<file path="src/rtl/exc_redirect_ctrl_if.sv">
// Request/redirect bundle between the ID stage, hazard unit and the exception sequencer.
// Pure wiring, no latency; the ID stall of the hazard unit holds requests while busy is high.
interface exc_redirect_ctrl_if #(
  parameter int PC_W = 16
);
  logic            siic;
  logic            rti;
  logic [PC_W-1:0] pc_ID;
  logic            busy;
  logic            idex_bubble;
  logic            flush_IFID;
  logic            pc_load;
  logic [PC_W-1:0] pc_target;
  logic [PC_W-1:0] epc;
  logic            in_handler;

  modport master (
    output siic, rti, pc_ID,
    input  busy, idex_bubble, flush_IFID, pc_load, pc_target, epc, in_handler
  );

  modport slave (
    input  siic, rti, pc_ID,
    output busy, idex_bubble, flush_IFID, pc_load, pc_target, epc, in_handler
  );
endinterface

</file>
<file path="src/rtl/exc_redirect_ctrl.sv">
// Drains older instructions on siic/rti, then redirects fetch to the handler vector or saved EPC.
// Latency: request seen in IDLE at cycle N gives pc_load in cycle N+1+DRAIN_CYCLES.
// Backpressure: requests are ignored while busy; the hazard unit keeps the instruction stalled in ID.
module exc_redirect_ctrl #(
  parameter int              PC_W         = 16,
  parameter logic [PC_W-1:0] VECTOR       = 16'h0002,
  parameter int              DRAIN_CYCLES = 3
) (
  input  logic              clk,
  input  logic              rst,
  exc_redirect_ctrl_if.slave bus
);

  typedef enum logic [1:0] {
    IDLE     = 2'd0,
    DRAIN    = 2'd1,
    REDIRECT = 2'd2
  } state_t;

  localparam logic [2:0] CNT_INIT = 3'(DRAIN_CYCLES - 1);

  state_t          state, state_nxt;
  logic [2:0]      cnt, cnt_nxt;
  logic            op, op_nxt;          // 0 = siic, 1 = rti
  logic [PC_W-1:0] epc_q, epc_nxt;
  logic            inh_q, inh_nxt;

  always_ff @(posedge clk) begin
    if (rst) begin
      state <= IDLE;
      cnt   <= 3'd0;
      op    <= 1'b0;
      epc_q <= '0;
      inh_q <= 1'b0;
    end else begin
      state <= state_nxt;
      cnt   <= cnt_nxt;
      op    <= op_nxt;
      epc_q <= epc_nxt;
      inh_q <= inh_nxt;
    end
  end

  always_comb begin
    state_nxt = state;
    cnt_nxt   = cnt;
    op_nxt    = op;
    epc_nxt   = epc_q;
    inh_nxt   = inh_q;
    case (state)
      IDLE: begin
        // siic wins when both arrive together; epc is only captured on siic entry
        if (bus.siic) begin
          op_nxt    = 1'b0;
          epc_nxt   = bus.pc_ID + PC_W'(1);
          cnt_nxt   = CNT_INIT;
          state_nxt = DRAIN;
        end else if (bus.rti) begin
          op_nxt    = 1'b1;
          cnt_nxt   = CNT_INIT;
          state_nxt = DRAIN;
        end
      end
      DRAIN: begin
        if (cnt == 3'd0) state_nxt = REDIRECT;
        else             cnt_nxt   = cnt - 3'd1;
      end
      REDIRECT: begin
        inh_nxt   = ~op;
        state_nxt = IDLE;
      end
      default: state_nxt = IDLE;
    endcase
  end

  assign bus.busy        = (state != IDLE);
  // Combinational so the siic/rti instruction itself is replaced by a NOP on entry to EX
  assign bus.idex_bubble = (state != IDLE) | (bus.siic | bus.rti);
  assign bus.flush_IFID  = (state == REDIRECT);
  assign bus.pc_load     = (state == REDIRECT);
  assign bus.pc_target   = (state == REDIRECT) ? (op ? epc_q : VECTOR) : '0;
  assign bus.epc         = epc_q;
  assign bus.in_handler  = inh_q;

endmodule

</file>
<file path="src/flat_wrapper.sv">
// flat-port wrapper written by rule: the top's interface ports become plain ports
module exc_redirect_ctrl_flat 
#(
  parameter int              PC_W         = 16,
  parameter logic [PC_W-1:0] VECTOR       = 16'h0002,
  parameter int              DRAIN_CYCLES = 3
)
  (clk, rst, bus_siic, bus_rti, bus_pc_ID, bus_busy, bus_idex_bubble, bus_flush_IFID, bus_pc_load, bus_pc_target, bus_epc, bus_in_handler);
  exc_redirect_ctrl_if #(.PC_W(PC_W)) bus_i ();
  input  logic clk;
  input  logic rst;
  input wire logic [$bits(bus_i.siic)-1:0] bus_siic;
  input wire logic [$bits(bus_i.rti)-1:0] bus_rti;
  input wire logic [$bits(bus_i.pc_ID)-1:0] bus_pc_ID;
  output wire logic [$bits(bus_i.busy)-1:0] bus_busy;
  output wire logic [$bits(bus_i.idex_bubble)-1:0] bus_idex_bubble;
  output wire logic [$bits(bus_i.flush_IFID)-1:0] bus_flush_IFID;
  output wire logic [$bits(bus_i.pc_load)-1:0] bus_pc_load;
  output wire logic [$bits(bus_i.pc_target)-1:0] bus_pc_target;
  output wire logic [$bits(bus_i.epc)-1:0] bus_epc;
  output wire logic [$bits(bus_i.in_handler)-1:0] bus_in_handler;
  assign bus_i.siic = bus_siic;
  assign bus_i.rti = bus_rti;
  assign bus_i.pc_ID = bus_pc_ID;
  assign bus_busy = bus_i.busy;
  assign bus_idex_bubble = bus_i.idex_bubble;
  assign bus_flush_IFID = bus_i.flush_IFID;
  assign bus_pc_load = bus_i.pc_load;
  assign bus_pc_target = bus_i.pc_target;
  assign bus_epc = bus_i.epc;
  assign bus_in_handler = bus_i.in_handler;
  exc_redirect_ctrl #(.PC_W(PC_W), .VECTOR(VECTOR), .DRAIN_CYCLES(DRAIN_CYCLES)) u_core (.clk(clk), .rst(rst), .bus(bus_i));
endmodule
</file>
<file path="config.mk">
export PLATFORM = sky130hd
export DESIGN_NAME = exc_redirect_ctrl_flat
export DESIGN_NICKNAME = d
export VERILOG_FILES = /design/src/rtl/exc_redirect_ctrl_if.sv /design/src/rtl/exc_redirect_ctrl.sv /design/src/flat_wrapper.sv
export SDC_FILE = /design/constraint.sdc
export NUM_CORES = 1
export LEC_CHECK = 0
export CAP_MARGIN = 25
export CELL_PAD_IN_SITES_DETAIL_PLACEMENT = 1
export CELL_PAD_IN_SITES_GLOBAL_PLACEMENT = 2
export CORE_AREA = 4 4 79 81
export DETAILED_ROUTE_END_ITERATION = 7
export DIE_AREA = 0 0 83 85
export HOLD_SLACK_MARGIN = 0.15
export PLACE_DENSITY_LB_ADDON = 0.1
export SLEW_MARGIN = 30
export SYNTH_ARGS = -nofsm -noshare
export SYNTH_HDL_FRONTEND = slang
export SYNTH_SLANG_ARGS = --single-unit
</file>
<file path="constraint.sdc">
create_clock -name clk -period 3.1 [get_ports clk]
set_input_delay 0.465 -clock clk [delete_from_list [all_inputs] [get_ports clk]]
set_output_delay 0.465 -clock clk [all_outputs]
set_load 0.03 [all_outputs]
</file>
Word level (Yosys, flattened, before mapping)
Cells that the tools add are included.

word-level totals
  register bits = 23
  latch bits = 0
  RAM bits = 0
  ROM bits = 0
  input port bits = 20
  output and inout port bits = 37
  word-level logic and storage cells = 36
  memories = 0

cells by class
  add/subtract/negate cells = 2
  multipliers = 0
  div/mod/pow operators = 0
  $lt $le $gt $ge = 0
  equal/unequal tests = 5
  shift operators = 0
  mux-type cells = 12
  bitwise gates (word level) = 3
  reduce and logical (&&, ||, !) cells = 9

operator list
  cell                                                                   count
  16-bit two-way mux                                                     2
  16-bit by 1-bit adder with 16-bit output, second input constant        1
  3-bit two-way mux                                                      3
  2-bit two-way mux                                                      3
  3-bit one-hot mux with 2 select lines                                  1
  2-bit AND reduction                                                    3
  2-bit nonzero test                                                     3
  2-bit one-hot mux with 2 select lines                                  1
  3-bit logical NOT                                                      1
  3-bit != test, second input constant                                   1
  3-bit AND reduction                                                    1
  3-bit by 1-bit subtractor with 3-bit output, second input constant     1
  2-bit by 1-bit equality test with 1-bit output, second input constant  1
  2-bit equality test, second input constant                             1
  2-bit logical NOT                                                      1
  1-bit two-way mux                                                      2
  2-bit by 1-bit != test with 1-bit output, second input constant        1
  2-bit != test, second input constant                                   1
  1-bit bitwise OR                                                       2
  1-bit inverter                                                         1

Depth between registers and ports, before layout
  depth after elaboration = 3
  mapped depth = 6
  depth with buffers taken out = 6

Least setup slack after synthesis
Ideal clock, no wire load.

  kind = flip-flop to output port
  start point = register u_core.state[0]
  end point = output port bus_pc_target[10]
  arrival = 1.452 ns
  required time = 2.635 ns
  slack = 1.183 ns
  cell stages (with the launch flop) = 5
  buffers on the path = 1
  cell sequence = dfxtp_1 -> nand2b_1 -> inv_2 -> clkbuf_1 -> and3_1

on the way
  cells in the longest elaborated chain, start to end = 2

RTL lines
  what                    RTL line                 text
  start, declared         exc_redirect_ctrl.sv:22  state_t state, state_nxt;
  start signal, assigned  exc_redirect_ctrl.sv:36  state <= state_nxt;
  2-bit equality test     n/a
  net bus_flush_IFID      flat_wrapper.sv:17       output wire logic [$bits(bus_i.flush_IFID)-1:0] bus_flush_IFID;
  16-bit two-way mux      exc_redirect_ctrl.sv:81  assign bus.pc_target = (state == REDIRECT) ? (op ? epc_q : VECTOR) : '0;
  end, declared           flat_wrapper.sv:19       output wire logic [$bits(bus_i.pc_target)-1:0] bus_pc_target;

The timed path passes the listed nets, and every way through them passes these cells.

Worst setup path after layout
  start point = register u_core.state[0]
  end point = output port bus_pc_target[7]

on the way
  cells in the longest elaborated chain, start to end = 2

RTL lines
  what                 RTL line
  2-bit equality test  exc_redirect_ctrl.sv:81
  16-bit two-way mux   exc_redirect_ctrl.sv:81

No other way between the ends.

==> qor.yml <==
cts_resized: 0
critPathLaunch: "u_core.state[0]"
root_buffer: "clkbuf_8"
fin_crit_ns: 2.45
fmax_mhz: 409
synth_nets: 177
final_util: 0.366
die_width_um: 83
core-area_um2: 5470
ys_ff_latch: 23
worst_slew_pin_slew_ns: 0.538
cp_max_fo: 17
dr_total_vias: 1295
cts_tree: "built"
io_buffers: 56
clk_latency_ns: 0.26
antenna_cells: 0
dr.pass1.iters: 4
register_area_um2: 460
synth_edf_count: 0
viasPerCell: 4.64
timing.rr.start: "u_core.cnt[0]"
antenna_left: 0
row_count: 27
grt_pass1_vias: 1327
status: "finished, final reports clean"
syn_inst: 154
final_common_cell: "clkdlybuf4s50_1"
antenna_found_initial: 0
grt_pass1_wl_mm: 6.78
drive_above_1_share: 0.0918
ir_drop_uv: 143
clk_path_buf_depth: 2
drt_iter0_drc: 30
relSlewSlack: 0.639
final_hold_viol_count: 0
place_congestion: 0.719
rsz0062_at_grt: "no"
synth_cell_types: 33
drv_cap: 0
fillers: 672
dieArea_um2: 7060
avgSynthCellArea_um2: 8.67
grt_max_degree: 33
synthFlopType: "dfxtp_1"
cts_setup_buffers: 0
clkTransAtPathRegs_ns: 0.09
syn_to_final_growth_pct: 50.0
r2r_end: "u_core.cnt[2]"
gr-usage-all-layers: 0.118
period_share: 0.789
numCtsBuffers: 3
worstHoldEndpoint: "u_core.cnt[1]"
clock-skew-final_ns: 0.00363
die_h_um: 85
reg2reg_depth: 6
r2r_slack_ns: 1.46
start_util: 0.244
multiInputGateArea_um2: 800
drt_wl_total_mm: 4.09
grt_overflow_total: 0
dp_hpwl_mm: 3.22
critPathKind: "reg -> out"
cp.arrival_ns: 1.98
setup_viol: 0
htree_levels: 1
leakagePower_nw: 0.728
hold_depth: 2
cts.sinks: 23
endpoint_kind: "output port"
crit_required_ns: 2.63
fin_tns_setup_ns: 0
cp-start-kind: "register"
synth_area_um2: 1340
power_per_cell_area_nw_per_um2: 443
final_cell_mix: "clkdlybuf4s50_1 (56), nor2_1 (23), dfxtp_1 (23)"
synth.yosys.seq_area_share: 0.345
async_flop_share: 0
hp-class: "reg -> reg"
drc_errors: 0
nets: 231
hold_buffers: 0
slew_viol_final: 0
worstHoldStart: "u_core.cnt[1]"
wl_per_cell_um: 14.6
ys.warnings.count: 0
io_pins: 57
critical path: stages (launching register included):
cell and delay, ns:
dfxtp_1 0.37, nand2b_1 0.21, inv_2 0.25, and3_1 0.20, clkdlybuf4s50_1 0.68
state kept, by name, indices dropped and copies added, names as in the netlist:
signal                 flops
u_core.cnt                 3
u_core.bus.epc            16
u_core.state               2
u_core.bus.in_handler      1
u_core.op                  1
Yosys cell counts, types with 3 or more instances:
master | n | area [um2]
and3_1 | 16 | 100
nor2_1 | 23 | 86.3
a211oi_1 | 12 | 90.1
a21oi_1 | 7 | 35.0
clkbuf_1 | 3 | 11.3
buf_2 | 3 | 15.0
a211oi_2 | 4 | 50.1
ha_1 | 3 | 37.5
xnor2_1 | 12 | 105
nor3_1 | 7 | 35.0
nor4_2 | 4 | 50.1
nand2_1 | 3 | 11.3
dfxtp_1 | 23 | 460
inv_1 | 7 | 26.3
nand3_1 | 4 | 20.0
where the power goes:
part	internal [W]	total [W]	leakage [nW]	switching [W]
Combinational	0.000139	0.000330	0.513	0.000191
Clock	0.0000897	0.000190	0.0255	0.000100
Sequential	0.000334	0.000368	0.190	0.0000339
metrics by stage:
step	hold slack [ns]	setup WS, ns	total power, W	instances	cell area, um2
2_1_floorplan	0.457	1.18	0.000567	154	1340
3_3_place_gp	0.477	0.854	0.000701	275	1960
3_5_place_dp	0.491	0.831	0.000709	275	1960
4_1_cts	0.504	0.645	0.000903	279	2000
5_1_grt	0.520	0.525	0.000948	279	2000
6_report	0.504	0.655	0.000888	279	2000
kinds of logic after synthesis:
kind of cell               share of synthesized area
and+or+nand+nor                                0.331
buffers and inverters                         0.0562
DFF                                            0.345
adders and majority gates                     0.0281
xor gates and xnor gates                      0.0918
AOI/OAI and AO/OA                              0.148
layout make-up:
type / count / area share
clock buffers: 3 / 0.0206
multi-input cells: 114 / 0.399
clock inverters: 1 / 0.00250
inverters: 8 / 0.0150
well taps: 72 / 0.0450
repair buffers: 58 / 0.288
flip-flops and latches: 23 / 0.230
worst max-delay path by stage:
stage / end / slack [ns] / cells after the start
finish: bus_pc_target[7] / 0.65 / 4
global route: bus_pc_target[4] / 0.53 / 4
CTS: bus_pc_target[5] / 0.64 / 4
detailed placement: bus_idex_bubble / 0.83 / 4
floorplan: bus_pc_target[10] / 1.18 / 4
global placement: bus_idex_bubble / 0.85 / 4
per-layer routing:
metal	track usage	vias to the layer above	part of all wire
met5	0	-	0
met4	0.0446	0	0.0088
met3	0.0165	2	0.035
met2	0.203	27	0.49
met1	0.149	620	0.46
li1	-	646	-
(Power assumes the default switching activity.)
